`src/rtl/nx_fifo_rd_stream.sv`:
```
// -----------------------------------------------------------------------------
// nx_fifo_rd_stream
//
// Read-side drain engine for an nx_fifo. It watches the FIFO empty flag and
// fill level, pulls words with fifo_ren against the FIFO's combinational
// rdata, and presents them on a registered valid/ready stream through a
// two-entry (head + skid) output buffer. Draining starts once the fill level
// reaches cfg_threshold, or at once while flush is high.
//
// Ports:
//   clk             - sole clock
//   rst_n           - synchronous active-low reset
//   fifo_empty      - FIFO empty flag
//   fifo_used_slots - FIFO fill level
//   fifo_rdata      - FIFO read data, valid in the same cycle while not empty
//   fifo_ren        - FIFO read enable
//   out_valid       - stream valid (buffer not empty)
//   out_ready       - stream ready from the consumer
//   out_data        - stream data (head entry, zero when not valid)
//   out_last        - head word was the only FIFO entry when it was read
//   cfg_threshold   - fill level that starts a drain (quasi-static)
//   flush           - level input: drain regardless of threshold
//   clear           - synchronous discard of buffered words, back to IDLE
//   buf_cnt         - output buffer occupancy, 0..2
// -----------------------------------------------------------------------------
module nx_fifo_rd_stream #(
  parameter int WIDTH  = 83,
  parameter int USED_W = 5
) (
  input  logic              clk,
  input  logic              rst_n,
  input  logic              fifo_empty,
  input  logic [USED_W-1:0] fifo_used_slots,
  input  logic [WIDTH-1:0]  fifo_rdata,
  output logic              fifo_ren,
  output logic              out_valid,
  input  logic              out_ready,
  output logic [WIDTH-1:0]  out_data,
  output logic              out_last,
  input  logic [USED_W-1:0] cfg_threshold,
  input  logic              flush,
  input  logic              clear,
  output logic [1:0]        buf_cnt
);

  typedef enum logic [0:0] {
    ST_IDLE  = 1'b0,
    ST_DRAIN = 1'b1
  } state_e;

  state_e             state_q, state_d;
  logic [1:0]         cnt_q, cnt_d;
  logic [WIDTH-1:0]   head_data_q, head_data_d;
  logic               head_last_q, head_last_d;
  logic [WIDTH-1:0]   skid_data_q, skid_data_d;
  logic               skid_last_q, skid_last_d;

  logic               push_s;
  logic               pop_s;
  logic               in_last_s;
  logic               start_s;

  localparam logic [USED_W-1:0] USED_ONE = {{(USED_W-1){1'b0}}, 1'b1};

  // A threshold of zero would be met by an empty FIFO, so the compare is
  // additionally gated by fifo_empty; flush starts a drain unconditionally.
  assign start_s = flush | (~fifo_empty & (fifo_used_slots >= cfg_threshold));

  // Read only while draining, with room in the buffer. The buffer room check
  // uses the registered count, so out_ready never reaches fifo_ren. rst_n is
  // included so no read is issued while reset is being applied.
  assign fifo_ren = (state_q == ST_DRAIN) & ~fifo_empty & (cnt_q != 2'd2)
                    & ~clear & rst_n;

  assign push_s    = fifo_ren;
  assign pop_s     = (cnt_q != 2'd0) & out_ready;
  assign in_last_s = (fifo_used_slots == USED_ONE);

  assign out_valid = (cnt_q != 2'd0);
  assign out_data  = head_data_q;
  assign out_last  = head_last_q;
  assign buf_cnt   = cnt_q;

  // Drain FSM next-state logic.
  always_comb begin
    state_d = state_q;
    case (state_q)
      ST_IDLE: begin
        if (start_s) state_d = ST_DRAIN;
        else         state_d = ST_IDLE;
      end
      ST_DRAIN: begin
        // flush keeps the engine armed even while the FIFO is momentarily empty
        if (fifo_empty && !flush) state_d = ST_IDLE;
        else                      state_d = ST_DRAIN;
      end
      default: state_d = ST_IDLE;
    endcase
    if (clear) state_d = ST_IDLE;
    else       state_d = state_d;
  end

  // Output buffer next-state: unoccupied entries are always held at zero.
  always_comb begin
    cnt_d       = cnt_q;
    head_data_d = head_data_q;
    head_last_d = head_last_q;
    skid_data_d = skid_data_q;
    skid_last_d = skid_last_q;
    if (clear) begin
      cnt_d       = 2'd0;
      head_data_d = {WIDTH{1'b0}};
      head_last_d = 1'b0;
      skid_data_d = {WIDTH{1'b0}};
      skid_last_d = 1'b0;
    end else begin
      case (cnt_q)
        2'd0: begin
          if (push_s) begin
            head_data_d = fifo_rdata;
            head_last_d = in_last_s;
            cnt_d       = 2'd1;
          end else begin
            cnt_d = 2'd0;
          end
        end
        2'd1: begin
          if (push_s && pop_s) begin
            head_data_d = fifo_rdata;
            head_last_d = in_last_s;
          end else if (push_s) begin
            skid_data_d = fifo_rdata;
            skid_last_d = in_last_s;
            cnt_d       = 2'd2;
          end else if (pop_s) begin
            head_data_d = {WIDTH{1'b0}};
            head_last_d = 1'b0;
            cnt_d       = 2'd0;
          end else begin
            cnt_d = 2'd1;
          end
        end
        2'd2: begin
          // fifo_ren is blocked at count 2, so only a pop can happen here
          if (pop_s) begin
            head_data_d = skid_data_q;
            head_last_d = skid_last_q;
            skid_data_d = {WIDTH{1'b0}};
            skid_last_d = 1'b0;
            cnt_d       = 2'd1;
          end else begin
            cnt_d = 2'd2;
          end
        end
        default: begin
          cnt_d       = 2'd0;
          head_data_d = {WIDTH{1'b0}};
          head_last_d = 1'b0;
          skid_data_d = {WIDTH{1'b0}};
          skid_last_d = 1'b0;
        end
      endcase
    end
  end

  // State and buffer registers with synchronous active-low reset.
  always_ff @(posedge clk) begin
    if (!rst_n) begin
      state_q     <= ST_IDLE;
      cnt_q       <= 2'd0;
      head_data_q <= {WIDTH{1'b0}};
      head_last_q <= 1'b0;
      skid_data_q <= {WIDTH{1'b0}};
      skid_last_q <= 1'b0;
    end else begin
      state_q     <= state_d;
      cnt_q       <= cnt_d;
      head_data_q <= head_data_d;
      head_last_q <= head_last_d;
      skid_data_q <= skid_data_d;
      skid_last_q <= skid_last_d;
    end
  end

endmodule

```
`config.mk`:
```
export PLATFORM = sky130hd
export DESIGN_NAME = nx_fifo_rd_stream
export DESIGN_NICKNAME = d
export VERILOG_FILES = /design/src/rtl/nx_fifo_rd_stream.sv
export SDC_FILE = /design/constraint.sdc
export NUM_CORES = 1
export LEC_CHECK = 0
export CAP_MARGIN = 15
export CELL_PAD_IN_SITES_DETAIL_PLACEMENT = 1
export CELL_PAD_IN_SITES_GLOBAL_PLACEMENT = 1
export CORE_ASPECT_RATIO = 1.75
export CORE_UTILIZATION = 42
export CTS_CLUSTER_SIZE = 14
export DETAILED_ROUTE_END_ITERATION = 6
export DONT_BUFFER_PORTS = 1
export PLACE_DENSITY = 0.84
export SYNTH_ARGS = -nofsm -noshare
export SYNTH_HDL_FRONTEND = slang
export SYNTH_SLANG_ARGS = --single-unit
```
`constraint.sdc`:
```
create_clock -name clk -period 1.4 [get_ports clk]
set_input_delay 0.07 -clock clk [delete_from_list [all_inputs] [get_ports clk]]
set_output_delay 0.07 -clock clk [all_outputs]
set_load 0.05 [all_outputs]
```
==> results.yml, run 1 <==
drt:
  drtPass1Iterations: 7
  wl_per_cell_um: 31.4
  via_per_inst: 6.56
  drc: 3
  drt-total-wl_um: 43200
  antenna_left: 0
  drt_first_iter_violations: 668
  num_vias: 9036
synth:
  yosys.area_share.simple: 0.119
  synth_nets: 999
  synthAdderAreaFrac: 0.00803
  synth_top_family_by_area: "compound AO/OA/AOI/OAI gates"
  yosysTopAreaCellShare: 0.440
  synth_compound_area_frac: 0.262
  synth_top_area_cell: "dfxtp_1"
  syn_avg_cell_area_um2: 8.70
  synthesis.area_um2: 7790
  seq_area_frac_synth: 0.440
  synth_edf_count: 0
  synth_cell_types: 34
  syn-instance-count: 895
  synth_xor_area_frac: 0
  synth.area.top_cells: "dfxtp_1 44%, mux2i_1 11%, nand2_1 8.2%"
  synthArstFlopShare: 0
  ys_warn_count: 0
  synth-seq-cells: 171
  synthFlopType: "dfxtp_1"
  synth_mux_area_frac: 0.109
min_path:
  hold_class: "in2reg"
placed_design:
  gp_congestion: 0.810
  hpwl_um: 16400
  portBuffers: 0
  dp_slack_ns: -0.148
  placed_cell_area_um2: 9030
  placed_cells: 1180
worst_setup_path:
  path_buf_inv: 5
  critPathArrivalTime_ns: 2.11
  path_delay_family: "buffers and inverters"
  startpoint_type: "flip-flop"
  worst_path_max_delay_cell: "dfxtp_4"
  worstPathCellList: "buf_8 -> buf_6 -> a31oi_4 -> a21oi_4 -> buf_12 -> buf_6 -> buf_16 -> mux2i_1"
  required_ns: 1.73
  worstSetupPathType: "reg2reg"
  worstPathMaxFanout: 6
  worstSetupEndpointType: "flip-flop"
  critical-path-max-stage-delay_ns: 0.38
  crit_top_cell: "buf_6"
global_route:
  grt_usage: 0.375
  antenna_found_initial: 3
  grt_pass1_wl_um: 54900
  gr-total-overflow: 0
  grt_max_degree: 60
  grt_pass1_vias: 9541
final_layout:
  mostFrequentLayoutCell: "dfxtp_1"
  area_growth_syn_to_layout_pct: 60.7
  fin_area_um2: 12500
  layout_common_cells: "168 x dfxtp_1, 158 x nand2_1, 107 x buf_4"
  nets: 1232
  layout-drive-gt1-share: 0.322
  final_cells: 1377
sta:
  maxSlewHeadroom: 0.621
  report.final.slew_viol_count: 0
  setup_tns_ns: -36.01
  fin_crit_ns: 1.78
  hold_viol_final: 1
  layout_worst_path_cycle_share: 1.27
  rsz0062_at_grt: "yes"
  fmaxAchievable_ghz: 0.562
  worst_pin_slew_ns: 0.562
  setup_viol: 174
  skew_ns: 0.0135
  whs_ns: -0.0323
  fin_ws_ns: -0.378
floorplanning:
  die_w_um: 105
  die_h_um: 182
  rows: 65
  initial_core_util: 0.431
  die_area_um2: 19100
  core_um2: 18100
  ios: 187
cts:
  clkSlewWorstSetupHoldPaths_ns: 0.07
  cts_made_buffers: 17
  insertion_delay_ns: 0.44
  cts_root_buffer: "clkbuf_16"
  cts_tree: "done"
  cts_buffer_depth: 2
  htree_levels: 4
  cts.sinks: 171
status:
  status: "finished, violations left"
  violations: "DRC, hold timing, setup timing"
pwr:
  p_per_area_nw_per_um2: 887
  irDropWorstVdd_mv: 0.733
  power.leakage_uw: 0.00493
run:
  maxCapViolCount: 0
-- worst paths after layout --
| path | start | endpoint | slack [ns] | depth (start not counted) |
|---|---|---|---|---|
| setup / recovery | buf_cnt[1]$_SDFFE_PP0P_ | skid_data_q[46]$_SDFFE_PP0P_ | -0.38 | 8 |
| setup reg to reg | buf_cnt[1]$_SDFFE_PP0P_ | skid_data_q[46]$_SDFFE_PP0P_ | -0.38 | 8 |
| hold / removal | fifo_rdata[8] | out_data[8]$_SDFFE_PP0P_ | -0.03 | 3 |
| hold reg to reg | out_data[15]$_SDFFE_PP0P_ | out_data[15]$_SDFFE_PP0P_ | 0.47 | 1 |
-- per-layer routing --
metal  global-route usage  part of all wire
met4                0.238             0.090
met3               0.0589             0.063
met1                0.379              0.33
met2                0.708              0.51
met5                    0                 0
-- per-stage QoR --
step            util  total power [uW]
2_1_floorplan      -              5560
3_3_place_gp   0.500              5770
3_5_place_dp   0.500              5790
4_1_cts        0.650             10700
5_1_grt        0.693             11300
6_report       0.693             11100
-- cell usage after synthesis (4+ instances only) --
master	instances
a22o_1	44
buf_2	36
a21oi_1	93
o21ai_0	85
clkbuf_1	32
ha_1	5
inv_1	7
buf_6	11
nor2_1	44
nand2_1	171
a21o_1	40
a32o_1	40
mux2i_1	85
dfxtp_1	171
buf_4	4
-- registers in the layout, indices dropped and copies added, names as in the netlist --
name	flops
skid_last_q	1
buf_cnt	2
state_q	1
out_last	1
out_data	83
skid_data_q	83
-- layout make-up --
class | instances | area (um2)
antenna | 3 | 7.51
clock buffer | 18 | 439
clock inverter | 13 | 120
fill | 1856 | 5540
inverter | 8 | 30.0
multi-input combinational | 633 | 4540
sequential | 171 | 3430
tap | 234 | 293
timing repair buffer | 297 | 3650
-- where the power goes --
group	switching [uW]	total, uW	leakage [uW]	internal, uW
sequential	36.6	4940	0.00138	4900
clock	2320	4830	0.000269	2510
combinational	758	1330	0.00328	568
-- worst min-delay path: cells and delay by family --
kind / cells / cell delay [ns]
AO/OA/AOI/OAI: 3 / 0.30
-- kinds of logic after synthesis --
group / Yosys count
compound gates: 309
simple gates: 233
fa+ha+maj: 5
flops: 171
mux: 85
buf+inv: 92
-- repair_timing --
| action | CTS | global route |
|---|---|---|
| endpoints found under the hold margin | 169 | 0 |
| buffers inserted | 23 | 18 |
| gates cloned | 27 | 10 |
| resized for setup | 82 | 157 |
| hold buffers | 93 | 0 |
| setup endpoints to repair | 169 | 173 |
| pin swaps | 13 | 60 |
Power figures use the tool's default switching activity.
==> inputs of run 2 (changes only) <==
Settings changed: ABC_AREA set to 1, CORE_UTILIZATION 42 to 40, CTS_CLUSTER_SIZE 14 to not set, PLACE_DENSITY 0.84 to 0.85.
==> results.yml, run 2 <==
status:
  violations: "setup timing"
  status: "finished, violations left"
floorplanning:
  die_h_um: 197
  rows: 71
  ios: 187
  initial_core_util: 0.406
  core_um2: 21400
  die_area_um2: 22300
  die_w_um: 113
final_layout:
  nets: 1646
  mostFrequentLayoutCell: "nand2_1"
  fin_area_um2: 13500
  layout_common_cells: "228 x nand2_1, 169 x dfxtp_1, 160 x inv_1"
  layout-drive-gt1-share: 0.312
  area_growth_syn_to_layout_pct: 55.7
sta:
  fin_ws_ns: -0.592
  worst_pin_slew_ns: 0.556
  layout_worst_path_cycle_share: 1.42
  skew_ns: 0.0155
  fin_crit_ns: 1.99
  fmaxAchievable_ghz: 0.502
  setup_viol: 173
  maxSlewHeadroom: 0.629
  rsz0062_at_grt: "yes"
  hold_viol_final: 0
  report.final.slew_viol_count: 0
worst_setup_path:
  r2r_slack_ns: -0.59
  startpoint_type: "flip-flop"
  regToRegStartpoint: "buf_cnt[0]$_SDFFE_PP0P_"
  required_ns: 1.73
  timing.rr.end: "out_data[42]$_SDFFE_PP0P_"
  path_buf_inv: 3
  cp.depth: 9
  worstPathCellList: "buf_6 -> nor2_4 -> inv_2 -> nand2_4 -> nand2_8 -> buf_16 -> nor2_2 -> nand2_1 -> a21oi_2"
  worstSetupEndpoint: "out_data[42]$_SDFFE_PP0P_"
  worstPathMaxFanout: 8
  path_delay_family: "simple AND/OR/NAND/NOR gates"
  worstRegToRegCells: 9
  worstSetupEndpointType: "flip-flop"
  critPathArrivalTime_ns: 2.32
  worstSetupPathType: "reg2reg"
  worst_path_max_delay_cell: "a21oi_2"
  critical-path-max-stage-delay_ns: 0.39
  startpoint: "buf_cnt[0]$_SDFFE_PP0P_"
global_route:
  grt_pass1_wl_um: 60700
  antenna_found_initial: 5
  gr-total-overflow: 0
  use_met1: 0.365
  grt_usage: 0.354
  use_met3: 0.0603
  grt-busiest-layer: "met2"
  global_route.usage.met2: 0.647
  grt_pass1_vias: 11300
  grt_max_degree: 87
placed_design:
  placed_cell_area_um2: 9850
  portBuffers: 0
  hpwl_um: 19500
  gp_congestion: 0.781
synth:
  seq_area_frac_synth: 0.394
  synth_edf_count: 0
  synth.area.top_cells: "dfxtp_1 39%, nand2_1 13%, a21oi_1 9.1%"
  yosys.cell_count.top_type: "nand2_1"
  syn-instance-count: 1350
  synthArstFlopShare: 0
  ys_warn_count: 0
  synth_cell_types: 25
  yosysTopAreaCellShare: 0.394
  synth-seq-cells: 171
  synth_nets: 1454
  synthesis.area_um2: 8690
  synthFlopType: "dfxtp_1"
  syn_avg_cell_area_um2: 6.44
  synth_common_cells: "297 x nand2_1, 197 x nor2_1, 171 x dfxtp_1"
  synth_top_area_cell: "dfxtp_1"
cts:
  cts_buffer_depth: 2
  cts_made_buffers: 17
  cts.sinks: 171
  cts_tree: "done"
  insertion_delay_ns: 0.48
  htree_levels: 4
  cts_root_buffer: "clkbuf_16"
  clkSlewWorstSetupHoldPaths_ns: 0.08
pwr:
  power_uw: 11600
  irDropWorstVdd_mv: 1.08
  power.leakage_uw: 0.00566
  p_per_area_nw_per_um2: 856
drt:
  antenna_left: 0
  drt-total-wl_um: 53200
  via_per_inst: 6.36
  drt_first_iter_violations: 1040
  wl_per_cell_um: 28.7
  drc: 0
  drtPass1Iterations: 6
  num_vias: 11800
run:
  maxCapViolCount: 0
min_path:
  hold_class: "in2reg"
==> run 2: cell types whose count changed after synthesis, sizes merged, moves of 11 or more <==
| cell | before | now |
|---|---|---|
| a22o | 44 | 0 |
| nand3 | 4 | 15 |
| a21oi | 94 | 158 |
| o21ai | 86 | 176 |
| nor2 | 44 | 200 |
| mux2i | 85 | 0 |
| a31o | 0 | 44 |
| nand2 | 171 | 300 |
| clkbuf | 32 | 59 |
| a32o | 40 | 0 |
| inv | 8 | 167 |
| a21o | 40 | 0 |
==> run 2: report_power, final <==
part | internal (uW) | switching, uW
registers | 4880 | 17.9
logic | 485 | 705
clock network | 3160 | 2330
total | 8520 | 3050
==> run 2: cell families after synthesis <==
| family | count (synthesis) | synth area share |
|---|---|---|
| buffers and inverters | 269 | 0.125 |
| AOI/OAI and AO/OA | 388 | 0.244 |
| adders and majority gates | 5 | 0.00720 |
| and+or+nand+nor | 517 | 0.229 |
| DFF | 171 | 0.394 |
==> run 2: worst min-delay path by stage <==
stage | end | slack, ns | cells after the start | start
2_1_floorplan | buf_cnt[1]$_SDFFE_PP0P_ | 0.14 | 1 | out_ready
3_3_place_gp | buf_cnt[1]$_SDFFE_PP0P_ | 0.14 | 1 | out_ready
3_5_place_dp | buf_cnt[1]$_SDFFE_PP0P_ | 0.15 | 1 | out_ready
4_1_cts | out_data[47]$_SDFFE_PP0P_ | 0.001 | 5 | fifo_rdata[47]
5_1_grt | skid_data_q[1]$_SDFFE_PP0P_ | 0.02 | 4 | fifo_rdata[1]
6_report | skid_data_q[1]$_SDFFE_PP0P_ | 0.02 | 4 | fifo_rdata[1]
==> run 2: routing by layer <==
| metal | share of wire | vias up |
|---|---|---|
| met3 | 0.092 | 429 |
| met2 | 0.48 | 978 |
| met4 | 0.10 | 2 |
| met5 | 0.00032 | - |
| li1 | - | 4697 |
| met1 | 0.33 | 5677 |
==> run 2: repair_timing <==
action	4_1_cts	5_1_grt
hold endpoints to repair	104	0
hold buffers	82	0
gates cloned	12	24
resized for setup	69	304
setup endpoints to repair	173	173
setup buffers	12	20
pin swaps	12	64
==> run 2: area by class of cell <==
class,count,area (um2)
antenna,5,12.5
clock buffer,20,437
clock inverter,12,196
fill,2549,7890
inverter,167,659
multi-input combinational,912,5180
sequential,171,3430
tap,292,365
timing repair buffer,272,3240
timing repair inverter,1,8.76
==> run 2: per-stage QoR <==
| stage | cells | setup TNS [ns] | hold slack [ns] | util | worst slack, ns |
|---|---|---|---|---|---|
| floorplan | 1350 | -23.44 | 0.139 | - | -0.280 |
| global placement | 1672 | -7.73 | 0.142 | 0.460 | -0.102 |
| detailed placement | 1672 | -13.98 | 0.153 | 0.460 | -0.172 |
| CTS | 1808 | -24.17 | 0.00115 | 0.561 | -0.198 |
| global route | 1850 | -50.04 | 0.0157 | 0.631 | -0.657 |
| finish | 1852 | -43.59 | 0.0212 | 0.632 | -0.592 |
==> run 2: worst register-to-register path, cell delays in order (launching register included) <==
cell and delay, ns:
dfxtp_4 0.38, buf_6 0.13, nor2_4 0.19, inv_2 0.11, nand2_4 0.15, nand2_8 0.15
buf_16 0.21, nor2_2 0.08, nand2_1 0.07, a21oi_2 0.39
==> inputs of run 3 (changes only) <==
Settings changed: CORE_MARGIN set to 2.
==> results.yml, run 3 (same netlist as run 2, synthesis figures left out) <==
cts:
  cts_tree: "done"
  cts_buffer_depth: 2
  cts_root_buffer: "clkbuf_16"
  htree_levels: 4
  cts.sinks: 171
  cts_made_buffers: 17
  clkSlewWorstSetupHoldPaths_ns: 0.07
  insertion_delay_ns: 0.46
sta:
  fin_crit_ns: 1.79
  hold_viol_final: 1
  setup_viol: 173
  layout_worst_path_cycle_share: 1.28
  whs_ns: -0.0143
  rsz0062_at_grt: "yes"
  fin_ws_ns: -0.393
  fmaxAchievable_ghz: 0.558
  maxSlewHeadroom: 0.301
  skew_ns: 0.0105
  report.final.slew_viol_count: 0
  worst_pin_slew_ns: 1.05
final_layout:
  fin_area_um2: 12500
  final_cells: 1823
  area_growth_syn_to_layout_pct: 44.2
  layout-drive-gt1-share: 0.267
  mostFrequentLayoutCell: "nand2_1"
  layout_common_cells: "237 x nand2_1, 169 x dfxtp_1, 160 x inv_1"
  num-fill-cells: 2634
  nets: 1622
pwr:
  p_per_area_nw_per_um2: 864
  clkPwrFrac: 0.452
  switchingPower_uw: 2780
  p_comb_frac: 0.096
  power.leakage_uw: 0.00530
  power.internal_uw: 8050
  switching_share: 0.257
  irDropWorstVdd_mv: 0.842
  p_seq_frac: 0.452
placed_design:
  placed_cells: 1671
  portBuffers: 0
  gp_congestion: 0.795
  hpwl_um: 19900
  placed_cell_area_um2: 9840
  dp_slack_ns: -0.234
global_route:
  grt_pass1_wl_um: 59800
  antenna_found_initial: 2
  grt_pass1_vias: 11200
  grt_usage: 0.339
  gr-total-overflow: 0
  grt_max_degree: 87
worst_setup_path:
  startpoint: "buf_cnt[1]$_SDFFE_PP0P_"
  required_ns: 1.79
  worstSetupPathType: "reg2reg"
  startpoint_type: "flip-flop"
  worstSetupEndpointType: "flip-flop"
  worstPathMaxFanout: 16
  critPathArrivalTime_ns: 2.18
  regToRegStartpoint: "buf_cnt[1]$_SDFFE_PP0P_"
drt:
  drt-total-wl_um: 44900
  wl_per_cell_um: 24.6
  num_vias: 10900
  antenna_left: 0
  via_per_inst: 5.97
  drt_first_iter_violations: 849
  drc: 0
  drtPass1Iterations: 6
floorplanning:
  initial_core_util: 0.406
  die_area_um2: 23000
  die_w_um: 115
  die_h_um: 199
  ios: 187
  core_um2: 21400
  rows: 71
status:
  violations: "hold timing, setup timing"
  status: "finished, violations left"
min_path:
  min-delay-start: "fifo_rdata[4]"
  hold_class: "in2reg"
run:
  maxCapViolCount: 0
==> run 3: cell types whose count changed in the layout (fill, tap and decap cells not counted), sizes merged <==
cell         previous run  this run
diode                   5         2
buf                   174       161
inv                   166       168
nor2                  200       201
nand2                 302       301
clkinvlp                3         1
bufinv                  5         2
clkbuf                 36        29
dlygate4sd3            82        81
clkinv                  6         4
==> run 3: final timing paths <==
check / end / slack [ns] / cells past startpoint
worst max-delay path: skid_data_q[10]$_SDFFE_PP0P_ / -0.39 / 9
worst min-delay path: skid_data_q[4]$_SDFFE_PP0P_ / -0.01 / 4
worst max register to register: skid_data_q[10]$_SDFFE_PP0P_ / -0.39 / 9
worst min register to register: skid_data_q[48]$_SDFFE_PP0P_ / 0.46 / 2
==> run 3: worst max-delay path, stage by stage (launching register included) <==
cell and delay [ns]:
dfxtp_4 0.37, buf_12 0.13, a21oi_4 0.18, nand2_4 0.12
nand2_2 0.15, nand2_4 0.12, inv_8 0.12, buf_12 0.16
o21ai_0 0.17, nor2_1 0.18
==> run 3: through the flow <==
| stage | power [uW] | hold WS, ns | TNS, ns | utilization |
|---|---|---|---|---|
| after global placement | 5610 | 0.142 | -4.71 | 0.460 |
| after CTS | 10600 | 0.00189 | -21.90 | 0.551 |
| final | 10800 | -0.0143 | -46.37 | 0.585 |
| after global routing | 11000 | 0.0122 | -53.49 | 0.585 |
| after floorplan | 5450 | 0.139 | -23.44 | - |
| after detailed placement | 5630 | 0.148 | -17.96 | 0.460 |
==> run 3: layer usage <==
| metal | track usage | share of wire | routed length (um) |
|---|---|---|---|
| met2 | 0.595 | 0.50 | 22600 |
| met3 | 0.0658 | 0.070 | 3160 |
| met1 | 0.347 | 0.34 | 15100 |
| met5 | 0 | 0 | 0 |
| met4 | 0.262 | 0.091 | 4070 |
==> run 3: area by class of cell <==
class                           count  area, um2  share of cell area
Antenna cell                        2       5.00            0.000399
Clock buffer                       23        478              0.0381
Clock inverter                      7       91.3             0.00729
Inverter                          167        644              0.0514
Multi-Input combinational cell    912       4870               0.389
Sequential cell                   171       3430               0.274
Tap cell                          292        365              0.0292
Timing Repair Buffer              248       2640               0.210
Timing Repair inverter              1       6.26            0.000499
==> run 3: power groups by stage <==
stage	clock network (uW)	logic [uW]	registers (uW)
floorplan	0	402	5050
global placement	0	603	5000
detailed placement	0	630	5000
CTS	4810	864	4890
global route	5060	1090	4890
finish	4900	1030	4900
==> run 3: repair_timing <==
action                                 4_1_cts  5_1_grt
resized for setup                           72      163
cloned                                       9        8
buffers inserted                            19        4
endpoints found under the hold margin       98        0
hold buffers                                81        0
pin swaps                                   13       40
setup endpoints to repair                  171      173
